## src/rtl/wimax_derandomizer_if.sv

```systemverilog
// Byte-stream bus for the derandomizer. The input side carries the burst descriptor
// that travels with in_sob, and the output side is a plain ready/valid byte stream.
interface wimax_derandomizer_if #(
  parameter int LEN_W = 12
);
  logic [7:0]       in_data;
  logic             in_valid;
  logic             in_sob;
  logic [LEN_W-1:0] burst_len;
  logic [LEN_W-1:0] payload_len;
  logic [14:0]      seed;
  logic             in_ready;
  logic [7:0]       out_data;
  logic             out_valid;
  logic             out_sob;
  logic             out_eob;
  logic             out_ready;

  modport master (
    output in_data, in_valid, in_sob, burst_len, payload_len, seed, out_ready,
    input  in_ready, out_data, out_valid, out_sob, out_eob
  );

  modport slave (
    input  in_data, in_valid, in_sob, burst_len, payload_len, seed, out_ready,
    output in_ready, out_data, out_valid, out_sob, out_eob
  );
endinterface

```

## src/rtl/wimax_derandomizer.sv

```systemverilog
// Byte-wide 1+x^14+x^15 PRBS derandomizer, reseeded at each burst start.
// Forwards payload_len bytes per burst and swallows the trailing pad bytes.
module wimax_derandomizer #(
  parameter int LEN_W = 12
) (
  input  logic                 clk,
  input  logic                 reset,
  wimax_derandomizer_if.slave  bus,
  output logic                 busy,
  output logic                 err
);

  typedef enum logic [1:0] {IDLE, DATA, PAD} state_t;

  state_t           state_reg;
  logic [14:0]      lfsr_reg;
  logic [LEN_W-1:0] rem_burst_reg;
  logic [LEN_W-1:0] rem_pay_reg;
  logic [7:0]       out_data_reg;
  logic             out_valid_reg;
  logic             out_sob_reg;
  logic             out_eob_reg;
  logic             err_reg;

  logic             accept;
  logic             start_ok;
  logic [14:0]      lfsr_base;
  logic [LEN_W-1:0] pay_clip;
  logic [7:0]       ks;
  logic [7:0]       descr;
  logic [14:0]      v [0:8];

  // In IDLE the first byte of a burst must use the incoming seed, not the stale register.
  assign lfsr_base = (state_reg == IDLE) ? bus.seed : lfsr_reg;
  assign v[0]      = lfsr_base;

  genvar gi;
  generate
    for (gi = 0; gi < 8; gi++) begin : g_step
      assign ks[7-gi]    = v[gi][14] ^ v[gi][13];
      assign descr[7-gi] = bus.in_data[7-gi] ^ ks[7-gi];
      assign v[gi+1]     = {v[gi][13:0], ks[7-gi]};
    end
  endgenerate

  assign start_ok = bus.in_sob && (bus.burst_len != '0);
  assign pay_clip = (bus.payload_len > bus.burst_len) ? bus.burst_len : bus.payload_len;

  // Pad bytes never touch the output register, so they may flow even when it is stalled.
  assign bus.in_ready = (state_reg == PAD) | ~out_valid_reg | bus.out_ready;
  assign accept       = bus.in_valid & bus.in_ready;

  assign bus.out_data  = out_data_reg;
  assign bus.out_valid = out_valid_reg;
  assign bus.out_sob   = out_sob_reg;
  assign bus.out_eob   = out_eob_reg;
  assign busy          = (state_reg != IDLE);
  assign err           = err_reg;

  always_ff @(posedge clk or posedge reset) begin
    if (reset) begin
      state_reg     <= IDLE;
      lfsr_reg      <= '0;
      rem_burst_reg <= '0;
      rem_pay_reg   <= '0;
      out_data_reg  <= '0;
      out_valid_reg <= 1'b0;
      out_sob_reg   <= 1'b0;
      out_eob_reg   <= 1'b0;
      err_reg       <= 1'b0;
    end else begin
      err_reg <= 1'b0;
      if (out_valid_reg && bus.out_ready) begin
        out_valid_reg <= 1'b0;
      end
      if (accept) begin
        case (state_reg)
          IDLE: begin
            if (!start_ok) begin
              err_reg <= 1'b1;
            end else begin
              lfsr_reg      <= v[8];
              rem_burst_reg <= bus.burst_len - LEN_W'(1);
              if (pay_clip != '0) begin
                out_data_reg  <= descr;
                out_valid_reg <= 1'b1;
                out_sob_reg   <= 1'b1;
                out_eob_reg   <= (pay_clip == LEN_W'(1));
                rem_pay_reg   <= pay_clip - LEN_W'(1);
              end else begin
                rem_pay_reg   <= '0;
              end
              if (bus.burst_len == LEN_W'(1)) begin
                state_reg <= IDLE;
              end else if (pay_clip > LEN_W'(1)) begin
                state_reg <= DATA;
              end else begin
                state_reg <= PAD;
              end
            end
          end
          DATA: begin
            err_reg       <= bus.in_sob;
            lfsr_reg      <= v[8];
            out_data_reg  <= descr;
            out_valid_reg <= 1'b1;
            out_sob_reg   <= 1'b0;
            out_eob_reg   <= (rem_pay_reg == LEN_W'(1));
            rem_burst_reg <= rem_burst_reg - LEN_W'(1);
            rem_pay_reg   <= rem_pay_reg - LEN_W'(1);
            if (rem_pay_reg == LEN_W'(1)) begin
              state_reg <= (rem_burst_reg == LEN_W'(1)) ? IDLE : PAD;
            end
          end
          PAD: begin
            err_reg       <= bus.in_sob;
            lfsr_reg      <= v[8];
            rem_burst_reg <= rem_burst_reg - LEN_W'(1);
            if (rem_burst_reg == LEN_W'(1)) begin
              state_reg <= IDLE;
            end
          end
          default: state_reg <= IDLE;
        endcase
      end
    end
  end

endmodule

```

## src/flat_wrapper.sv

```systemverilog
// flat-port wrapper written by rule: the top's interface ports become plain ports
module wimax_derandomizer_flat 
#(
  parameter int LEN_W = 12
)
  (clk, reset, busy, err, bus_in_data, bus_in_valid, bus_in_sob, bus_burst_len, bus_payload_len, bus_seed, bus_out_ready, bus_in_ready, bus_out_data, bus_out_valid, bus_out_sob, bus_out_eob);
  wimax_derandomizer_if #(.LEN_W(LEN_W)) bus_i ();
  input  logic clk;
  input  logic reset;
  output logic busy;
  output logic err;
  input wire logic [$bits(bus_i.in_data)-1:0] bus_in_data;
  input wire logic [$bits(bus_i.in_valid)-1:0] bus_in_valid;
  input wire logic [$bits(bus_i.in_sob)-1:0] bus_in_sob;
  input wire logic [$bits(bus_i.burst_len)-1:0] bus_burst_len;
  input wire logic [$bits(bus_i.payload_len)-1:0] bus_payload_len;
  input wire logic [$bits(bus_i.seed)-1:0] bus_seed;
  input wire logic [$bits(bus_i.out_ready)-1:0] bus_out_ready;
  output wire logic [$bits(bus_i.in_ready)-1:0] bus_in_ready;
  output wire logic [$bits(bus_i.out_data)-1:0] bus_out_data;
  output wire logic [$bits(bus_i.out_valid)-1:0] bus_out_valid;
  output wire logic [$bits(bus_i.out_sob)-1:0] bus_out_sob;
  output wire logic [$bits(bus_i.out_eob)-1:0] bus_out_eob;
  assign bus_i.in_data = bus_in_data;
  assign bus_i.in_valid = bus_in_valid;
  assign bus_i.in_sob = bus_in_sob;
  assign bus_i.burst_len = bus_burst_len;
  assign bus_i.payload_len = bus_payload_len;
  assign bus_i.seed = bus_seed;
  assign bus_i.out_ready = bus_out_ready;
  assign bus_in_ready = bus_i.in_ready;
  assign bus_out_data = bus_i.out_data;
  assign bus_out_valid = bus_i.out_valid;
  assign bus_out_sob = bus_i.out_sob;
  assign bus_out_eob = bus_i.out_eob;
  wimax_derandomizer #(.LEN_W(LEN_W)) u_core (.clk(clk), .reset(reset), .bus(bus_i), .busy(busy), .err(err));
endmodule
```

## config.mk

```make
export PLATFORM = sky130hd
export DESIGN_NAME = wimax_derandomizer_flat
export DESIGN_NICKNAME = d
export VERILOG_FILES = /design/src/rtl/wimax_derandomizer_if.sv /design/src/rtl/wimax_derandomizer.sv /design/src/flat_wrapper.sv
export SDC_FILE = /design/constraint.sdc
export NUM_CORES = 1
export LEC_CHECK = 0
export BUFFER_PORTS_ARGS = -buffer_cell sky130_fd_sc_hd__buf_2
export CAP_MARGIN = 10
export CORE_ASPECT_RATIO = 0.5
export CORE_MARGIN = 2
export CORE_UTILIZATION = 58
export DETAILED_ROUTE_END_ITERATION = 12
export GPL_TIMING_DRIVEN = 0
export PLACE_DENSITY_LB_ADDON = 0.25
export SYNTH_ARGS = -nofsm -noshare
export SYNTH_HDL_FRONTEND = slang
export SYNTH_SLANG_ARGS = --single-unit
```

## constraint.sdc

```tcl
create_clock -name clk -period 2.7 [get_ports clk]
set_input_delay 0.27 -clock clk [delete_from_list [all_inputs] [get_ports clk]]
set_output_delay 0.27 -clock clk [all_outputs]
set_load 0.005 [all_outputs]
```

==> metrics.md, run 1 <==
| Metric | Value |
|---|---|
| Netlist cell types | `55` |
| Cell Rows | `21` |
| Wirelength per Cell | `18.99 µm` |
| Worst skew pair latency | `300 ps` |
| Top post-synthesis cells by area | `dfrtp_1, ha_1, xnor2_1` |
| Inserted Clock Buffers | `5` |
| CP cell instances | `buf_8, inv_6, ha_4, nand4_1, a211oi_2, o31a_1, buf_6, clkbuf_16, mux2i_4, ha_2, nand2_2, or4_1, and3_4, o21a_4, buf_8, mux2_4` |
| CTS Buffer Depth | `2` |
| CTS sink cnt | `53` |
| Req. time, crit path | `2890 ps` |
| Status | `finished with violations` |
| Fmax achieved | `0.3003 GHz` |
| Violation count after the first detailed-route iteration | `376` |
| Syn Nets | `562` |
| Antenna-violating nets left | `0` |
| Die area | `7790 µm²` |
| Worst path bufs/invs | `5` |
| Ys Warns | `0` |
| Maximum VDD drop | `0.0004799 V` |
| PwrDens | `911.8 nW/µm²` |
| Clk slew on worst S/H paths | `70 ps` |
| Number of synthesized flops with an enable pin | `0` |
| Reg-to-reg startpoint | `u_core.state_reg[0]` |
| Nets | `658` |
| First-pass GRT wire length | `19,420 µm` |
| Worst path top cell family by delay | `simple AND/OR/NAND/NOR gates` |
| Clk root buf | `clkbuf_16` |
| CP peak stage delay | `400 ps` |
| Layout area overhead | `30.61%` |
| Slew margin rel. | `46.66%` |
| Sequential share of the synthesized area | `32.39%` |
| Slew Limit Fails | `0` |
| Leak | `2.288 nW` |
| Fill cells | `430` |
| Core ar. | `6753 µm²` |
| RR Endpoint | `u_core.rem_pay_reg[2]` |
| Unrepaired setup endpoints after global routing | `yes` |
| Ports | `66` |
| WL final | `12,800 µm` |
| Top FF cell, synth | `dfrtp_1` |
| Startpoint Class | `primary input` |
| Skew final | `3.034 ps` |
| Hold EP | `u_core.bus.out_valid` |
| Commonest non-fill, non-tap cell in the layout | `buf_2` |
| Max-Cap Viols | `0` |
| Hold Startpoint | `bus_out_ready` |
| Drt pass-1 iters | `5` |
| Cell Area, Synth | `4095 µm²` |
| Ys async rst share | `100.0%` |
| Crit path max fanout | `5` |
| Initial core utilization | `60.64%` |
| DIE WIDTH | `122.8 µm` |
| Failing checks | `setup timing` |
| Setup Viol. Count Final | `25` |
| Number of global-route vias before repair | `3,899` |
| Via count | `4,234` |
| Synth Instances | `485` |
| Syn avg cell area | `8.444 µm²` |
| Tightest Pin Transition | `792.8 ps` |
| Leading area contributor after synthesis | `dfrtp_1` |
| Worst Hold Class | `in2reg` |
| Total grt overflow | `0` |
| CP most frequent cell | `buf_8` |
| #FFs+latches synth | `53` |
| Max reg flops | `15` |
| Port bufs | `65` |
| Share of cells above drive strength 1 | `28.52%` |
| GPL Wtd Cong | `0.9434` |
| Reg2Reg Depth | `8` |
| Minimum clock period after layout | `3330 ps` |
| H-tree depth | `2` |
| All-Layer GR Usage | `32.42%` |
| Final setup margin | `-630.4 ps` |
| Placement Cell Area | `4646 µm²` |
| Initial antenna violation count | `0` |
| Crit end category | `register` |
| Hold-critical path depth | `2` |
| Largest net degree at the start of global routing | `41` |
| Die Span Y | `63.42 µm` |
| WP data arrival | `3520 ps` |
| Detailed Place HPWL | `8216 µm` |
| CTS tree | `yes` |
| Period utilisation layout | `123.3%` |
| DRC violations left | `0` |
| Slowest CP cell | `or4_1` |
| FF-to-FF setup slack | `40 ps` |
| Crit path kind | `in2reg` |
| Top cell type's share of synthesized area | `32.39%` |
| Fin area | `5349 µm²` |
| Number of vias per cell | `6.282` |
| Commonest non-fill, non-tap cells in the layout | `buf_2, dfrtp_1, nand2_1` |
| Final hold vios | `0` |
| Diodes inserted | `0` |
| Power Total | `4.877 mW` |
==> final cells by class <==
class	count	area (µm²)	area share, %
multi-input cells	385	2885	53.94
flip-flops and latches	53	1326	24.80
repair buffers	88	608.1	11.37
inverters	29	141.4	2.643
clock buffers	6	128.9	2.409
plain buffers	19	128.9	2.409
well taps	92	115.1	2.152
clock inverters	2	15.01	0.2807
==> how the worst max path moves through the flow <==
stage / startpoint / to / cells after the start
2_1_floorplan: bus_burst_len[1] / u_core.bus.out_data[0] / 16
3_3_place_gp: bus_burst_len[1] / u_core.bus.out_data[0] / 17
3_5_place_dp: bus_burst_len[1] / u_core.bus.out_data[6] / 17
4_1_cts: bus_burst_len[1] / u_core.bus.out_data[6] / 17
5_1_grt: bus_burst_len[10] / u_core.bus.out_data[6] / 17
6_report: bus_burst_len[10] / u_core.bus.out_data[6] / 16
==> where the power goes <==
| part | switching, mW | internal, mW |
|---|---|---|
| Sequential | 0.335 | 1.18 |
| Combinational | 1.54 | 1.18 |
| Clock | 0.297 | 0.345 |
| Total | 2.18 | 2.70 |
==> cells by family (layout without fill, tap and decap cells) <==
group	count (synthesis)	in the layout	share of synthesized area, %
compound gates	129	129	19.25
xor+xnor	46	46	9.838
fa+ha+maj	25	25	7.638
buf+inv	48	144	4.675
flops	53	53	32.39
mux	24	24	6.966
simple gates	160	161	19.25
==> synthesized netlist by cell type (13+ instances only) <==
master	number
dfrtp_1	53
nand2_1	49
nor2_1	42
o21ai_0	41
a21oi_1	39
xnor2_1	33
inv_1	29
ha_1	25
mux2i_1	15
nand3_1	15
clkbuf_1	13
xor2_1	13
==> worst register-to-register path: stages (launching register included) <==
cell,delay [ps]
dfrtp_1,390
inv_1,90
ha_1,230
or3b_2,500
nand2_1,220
a311o_1,330
clkbuf_1,500
a22oi_1,180
o21ai_1,130
==> layer usage <==
metal  vias up  part of all wire (%)  track usage [%]
met2       267                    45            49.45
met4         0                   3.6            11.49
met3        58                    11            8.605
met5         -                     0                0
li1       1926                     -                -
met1      1983                    40            44.40
==> repair_timing <==
item	in CTS	in global routing
hold endpoints to repair	13	0
cloned	2	0
resized for setup	65	32
endpoints found under the setup margin	35	35
pin swaps	14	10
setup buffers	13	6
hold buffers	1	0
==> per-stage QoR <==
step	hold WS [ps]	setup TNS, ps	setup WS (ps)	cells	util [%]
after floorplan	369.0	-9811	-641.4	485	-
after global placement	462.8	-23960	-1135	642	68.50
after detailed placement	256.0	-24800	-1156	643	68.80
after CTS	173.3	-7533	-468.0	667	76.71
after global routing	158.4	-14990	-734.0	674	79.21
final	174.3	-12270	-630.4	674	79.21
Note: power is estimated with default switching activity, not from simulation.
==> inputs of run 2 (changes only) <==
--- a/config.mk
+++ b/config.mk
@@ -9,7 +9,7 @@
 export CAP_MARGIN = 10
 export CORE_ASPECT_RATIO = 0.5
 export CORE_MARGIN = 2
-export CORE_UTILIZATION = 58
+export CORE_UTILIZATION = 53
 export DETAILED_ROUTE_END_ITERATION = 12
 export GPL_TIMING_DRIVEN = 0
 export PLACE_DENSITY_LB_ADDON = 0.25
==> run 2 against run 1 <==
Compared with the run above: the run ends with hold timing, setup timing left; global-route usage shrank 3.8 points; register-to-register slack gained 70 ps; total power grew 0.51%.
==> metrics.md, run 2 (synthesis gave the netlist of run 1 again) <==
| Metric | Value |
|---|---|
| Initial antenna violation count | `0 (unchanged)` |
| Crit end category | `register` |
| Wirelength per Cell | `18.55 µm (-2.3%)` |
| Slew Limit Fails | `0 (unchanged)` |
| Failing checks | `hold timing, setup timing` |
| Ports | `66 (unchanged)` |
| Startpoint Class | `primary input` |
| Minimum clock period after layout | `3269 ps (-61.69 ps)` |
| Core ar. | `7405 µm² (+9.7%)` |
| Largest net degree at the start of global routing | `33 (-20%)` |
| Req. time, crit path | `2880 ps (about the same)` |
| Detailed Place HPWL | `8152 µm (-0.78%)` |
| Layout area overhead | `31.07%` |
| Commonest non-fill, non-tap cell in the layout | `buf_2` |
| WL final | `12,560 µm (-1.9%)` |
| Nets | `657 (-0.15%)` |
| CTS tree | `yes` |
| DIE WIDTH | `128.3 µm (+4.5%)` |
| PwrDens | `913.3 nW/µm² (+0.16%)` |
| Status | `finished with violations` |
| Initial core utilization | `55.31% (-5.3 points)` |
| Violation count after the first detailed-route iteration | `519 (+38%)` |
| Period utilisation layout | `121.1% (-2.3 points)` |
| Cell Rows | `22 (+4.8%)` |
| Slew margin rel. | `42.38% (-4.3 points)` |
| CTS Buffer Depth | `2 (unchanged)` |
| Skew final | `5.944 ps (+2.910 ps)` |
| Number of global-route vias before repair | `3,748 (-3.9%)` |
| Number of vias per cell | `6.162 (-1.9%)` |
| Final setup margin | `-568.7 ps (+61.69 ps)` |
| Crit path max fanout | `5 (unchanged)` |
| Crit path kind | `in2reg` |
| Port bufs | `65 (unchanged)` |
| Drt pass-1 iters | `5 (unchanged)` |
| Antenna-violating nets left | `0 (unchanged)` |
| Tightest Pin Transition | `861.0 ps (+68.20 ps)` |
| Final hold vios | `7 (+7)` |
| Hold_ws | `-6.877 ps (-181.2 ps)` |
| CTS sink cnt | `53 (unchanged)` |
| Die Span Y | `66.16 µm (+4.3%)` |
| DRC violations left | `0 (unchanged)` |
| Maximum VDD drop | `0.0004414 V (-8.0%)` |
| Max reg flops | `15 (unchanged)` |
| GPL Wtd Cong | `0.8921 (-5.4%)` |
| H-tree depth | `2 (unchanged)` |
| Leak | `2.286 nW (about the same)` |
| Diodes inserted | `0 (unchanged)` |
| All-Layer GR Usage | `28.64% (-3.8 points)` |
| Clk root buf | `clkbuf_16` |
| Placed cell count | `647 (+0.62%)` |
| First-pass GRT wire length | `18,860 µm (-2.9%)` |
| Unrepaired setup endpoints after global routing | `yes` |
| Setup Viol. Count Final | `24 (-4.0%)` |
| Fmax achieved | `0.3059 GHz (+1.9%)` |
| Worst skew pair latency | `300 ps (about the same)` |
| Total grt overflow | `0 (unchanged)` |
| Clk slew on worst S/H paths | `70 ps (about the same)` |
| WP data arrival | `3450 ps (-70 ps)` |
| Inserted Clock Buffers | `5 (unchanged)` |
| Max-Cap Viols | `0 (unchanged)` |
| Die area | `8488 µm² (+9.0%)` |
| Share of cells above drive strength 1 | `29.26% (+0.74 points)` |
| Via count | `4,172 (-1.5%)` |
| Commonest non-fill, non-tap cells in the layout | `buf_2, dfrtp_1, nand2_1` |
| Worst Hold Class | `in2async` |
| Final non-filler cell total | `677 (+0.45%)` |
-- run 2: metal layers --
metal	track usage [%]	vias to the layer above	share of wire (%)
met5	0	-	0
met4	7.555	0	1.9
met3	4.693	28	7.3
met2	47.14	209	46
met1	39.49	2005	45
li1	-	1930	-
-- run 2: final cells by class --
cell class	count	area, µm²
clock buffer	6	128.9
tap	96	120.1
multi-input combinational	385	2888
buffer	19	126.4
inverter	29	140.1
clock inverter	2	13.76
sequential	53	1326
timing repair buffer	87	624.3
fill	499	2037
-- run 2: critical path: stages --
cell and delay [ps]:
buf_2 130, inv_2 70, ha_4 270, nand4_1 140, or3_4 400, o31a_1 160, buf_6 160, clkbuf_16 140
mux2i_4 210, ha_4 200, nand2_2 40, or4_1 400, and3_4 210, o21a_4 210, buf_8 140, mux2_4 300
-- run 2: timing repair --
item / in CTS / in global routing
buffers inserted: 14 / 6
cloned: 2 / 0
setup endpoints to repair: 35 / 35
gates resized for setup: 52 / 44
hold buffers: 0 / 0
pin swaps: 8 / 14
-- run 2: power breakdown --
part / leakage [nW] / total [mW] / internal, mW / switching, mW
logic: 1.58 / 2.71 / 1.18 / 1.53
clock network: 0.0712 / 0.666 / 0.347 / 0.319
registers: 0.639 / 1.52 / 1.18 / 0.344
-- run 2: stage by stage --
| step | total power [mW] | cell area, µm² | setup TNS, ps | util [%] | setup slack, ps |
|---|---|---|---|---|---|
| 5_1_grt | 5.265 | 5368 | -13390 | 72.49 | -662.8 |
| 6_report | 4.902 | 5368 | -11110 | 72.49 | -568.7 |
| 3_3_place_gp | 3.845 | 4631 | -24280 | 62.54 | -1139 |
| 3_5_place_dp | 3.922 | 4651 | -26150 | 62.81 | -1229 |
| 4_1_cts | 4.732 | 5145 | -8272 | 69.48 | -531.2 |
| 2_1_floorplan | 3.246 | 4185 | -9811 | - | -641.4 |
-- run 2: worst paths after layout --
path	start	depth (start not counted)	endpoint	slack, ps
setup / recovery	bus_burst_len[7]	16	u_core.bus.out_eob	-570
hold / removal	reset	2	u_core.lfsr_reg[2]	-7
setup reg to reg	u_core.state_reg[0]	8	u_core.rem_pay_reg[0]	110
hold reg to reg	u_core.lfsr_reg[1]	2	u_core.lfsr_reg[1]	490
max in group asynchronous	reset	3	u_core.bus.out_sob	2150
min in group clk	bus_out_ready	2	u_core.bus.out_valid	170
==> inputs of run 3 (changes only) <==
--- a/config.mk
+++ b/config.mk
@@ -12,6 +12,7 @@
 export CORE_UTILIZATION = 53
 export DETAILED_ROUTE_END_ITERATION = 12
 export GPL_TIMING_DRIVEN = 0
+export MAX_ROUTING_LAYER = met4
 export PLACE_DENSITY_LB_ADDON = 0.25
 export SYNTH_ARGS = -nofsm -noshare
 export SYNTH_HDL_FRONTEND = slang
==> constraint.sdc (replaced) <==
create_clock -name clk -period 2.7 [get_ports clk]
set_input_delay 0.405 -clock clk [delete_from_list [all_inputs] [get_ports clk]]
set_output_delay 0.405 -clock clk [all_outputs]
set_load 0.005 [all_outputs]
==> run 3 against run 2 <==
Compared with the run above: the flow finishes with violations (setup timing); sequential power about the same; sequential share of layout area down 0.23 points; critical path depth up 2; count of clock-buffer cells in the layout unchanged; worst hold slack better by 72 ps; maximum frequency down 3.1%; largest cell class unchanged; non-clock buffer count up 4; routed wire length down 2.2%; global-route usage up 0.43 points; final cell count up 0.59%; flip-flop and latch count unchanged.
==> metrics.md, run 3 (synthesis gave the netlist of run 1 again) <==
| Metric | Value |
|---|---|
| Fin area | `5419 µm² (+0.96%)` |
| Port bufs | `65 (unchanged)` |
| CTS Buffer Depth | `2 (unchanged)` |
| Largest net degree at the start of global routing | `41 (+24%)` |
| Detailed Place HPWL | `7921 µm (-2.8%)` |
| DRC violations left | `0 (unchanged)` |
| CTS tree | `yes` |
| Via count | `4,177 (+0.12%)` |
| Failing checks | `setup timing` |
| Final setup margin | `-672.9 ps (-104.1 ps)` |
| Antenna-violating nets left | `0 (unchanged)` |
| H-tree depth | `2 (unchanged)` |
| Setup Viol. Count Final | `25 (+4.2%)` |
| Crit path max fanout | `5 (unchanged)` |
| Die Span Y | `66.16 µm (unchanged)` |
| DIE WIDTH | `128.3 µm (unchanged)` |
| Total length of routed met3 wires | `969 µm (+5.1%)` |
| Clk root buf | `clkbuf_16` |
| Initial core utilization | `55.31% (unchanged)` |
| Inserted Clock Buffers | `5 (unchanged)` |
| Fmax achieved | `0.2965 GHz (-3.1%)` |
| Worst skew pair latency | `290 ps (about the same)` |
| Slew margin rel. | `41.70% (-0.69 points)` |
| Violation count after the first detailed-route iteration | `411 (-21%)` |
| Placement Cell Area | `4658 µm² (+0.16%)` |
| Power Total | `4.886 mW (-0.33%)` |
| All-Layer GR Usage | `29.06% (+0.43 points)` |
| Diodes inserted | `0 (unchanged)` |
| Crit end category | `register` |
| Max-Cap Viols | `0 (unchanged)` |
| Total grt overflow | `0 (unchanged)` |
| Core ar. | `7405 µm² (unchanged)` |
| Worst Hold Class | `in2async` |
| Die area | `8488 µm² (unchanged)` |
| Ports | `66 (unchanged)` |
| WL final | `12,280 µm (-2.2%)` |
| Tightest Pin Transition | `871.3 ps (+10.28 ps)` |
| Commonest non-fill, non-tap cells in the layout | `dfrtp_1, buf_2, nand2_1` |
| Skew final | `3.084 ps (-2.861 ps)` |
| Status | `finished with violations` |
| DR top layer | `met4` |
| PwrDens | `901.6 nW/µm² (-1.3%)` |
| Leak | `2.302 nW (+0.71%)` |
| Pre-CTS setup slack | `-1346 ps (-117.3 ps)` |
| Cell Rows | `22 (unchanged)` |
| Share of cells above drive strength 1 | `30.09% (+0.83 points)` |
| GPL Wtd Cong | `0.8876 (-0.50%)` |
| Final TNS setup | `-12,700 ps (-1594 ps)` |
| Clk slew on worst S/H paths | `70 ps (about the same)` |
| Placed cell count | `647 (unchanged)` |
| Final hold vios | `0 (-7)` |
| Final non-filler cell total | `681 (+0.59%)` |
| Req. time, crit path | `2880 ps (about the same)` |
| Drt pass-1 iters | `6 (+1)` |
| Maximum VDD drop | `0.0004618 V (+4.6%)` |
| Met2 WL | `5514 µm (-4.3%)` |
| Met1 WL | `5555 µm (-1.5%)` |
| Slew Limit Fails | `0 (unchanged)` |
| First-pass GRT wire length | `18,670 µm (-0.99%)` |
| WP data arrival | `3550 ps (+100 ps)` |
| Minimum clock period after layout | `3373 ps (+104.1 ps)` |
| Startpoint Class | `primary input` |
| Number of vias per cell | `6.134 (-0.47%)` |
| Number of global-route vias before repair | `3,722 (-0.69%)` |
| Wirelength per Cell | `18.04 µm (-2.8%)` |
| Nets | `661 (+0.61%)` |
| CTS sink cnt | `53 (unchanged)` |
| Crit path kind | `in2reg` |
| Unrepaired setup endpoints after global routing | `yes` |
| Max reg flops | `15 (unchanged)` |
| Commonest non-fill, non-tap cell in the layout | `dfrtp_1` |
| Period utilisation layout | `124.9% (+3.9 points)` |
| # hold bufs at CTS | `0 (unchanged)` |
| Initial antenna violation count | `0 (unchanged)` |
| Layout area overhead | `32.33%` |
run 3: where the power goes:
group          switching, mW  internal (mW)  total (mW)
sequential             0.334           1.18        1.51
clock                  0.299          0.345       0.644
combinational           1.52           1.21        2.73
total                   2.16           2.73        4.89
run 3: stage by stage:
stage | hold WS [ps] | utilization [%]
finish | 64.94 | 73.18
CTS | 68.53 | 70.36
floorplan | 449.2 | -
global route | 89.25 | 73.18
global placement | 460.1 | 62.64
detailed placement | 378.0 | 62.91
run 3: path summary, 6_finish.rpt:
check                                    start                      to  slack [ps]  depth (start not counted)
setup / recovery             bus_burst_len[10]  u_core.bus.out_data[7]        -670                         18
hold / removal                           reset      u_core.lfsr_reg[2]          60                          2
setup reg to reg           u_core.state_reg[0]  u_core.bus.out_data[7]          10                          9
hold reg to reg             u_core.lfsr_reg[0]      u_core.lfsr_reg[0]         480                          2
max in group asynchronous                reset  u_core.rem_pay_reg[10]        2110                          3
min in group clk                 bus_out_ready    u_core.bus.out_valid         320                          2
run 3: layout make-up:
type / count / area [µm²]
repair buffers: 91 / 655.6
clock inverters: 2 / 15.01
clock buffers: 6 / 128.9
plain buffers: 19 / 132.6
inverters: 29 / 141.4
multi-input cells: 385 / 2899
well taps: 96 / 120.1
flip-flops and latches: 53 / 1326
fillers: 506 / 1986
run 3: per-layer routing:
metal | track usage (%) | up-vias
li1 | - | 1936
met1 | 39.24 | 1977
met2 | 45.74 | 228
met3 | 5.663 | 36
met4 | 6.731 | 0
met5 | - | -
run 3: repair_timing:
action | in CTS | in global routing
resized for setup | 67 | 43
endpoints found under the setup margin | 35 | 31
pin swaps | 9 | 16
gates cloned | 2 | 0
buffers inserted | 14 | 9
run 3: worst max-delay path: stages:
cell	delay, ps
buf_8	100
inv_4	60
ha_4	200
a21oi_1	140
nand2_1	70
a21o_1	220
o31a_1	330
buf_6	150
clkbuf_16	140
mux2i_4	200
ha_4	190
inv_1	80
nor4_2	270
a41oi_1	90
and3_4	240
o21a_4	220
buf_8	140
mux2_4	290
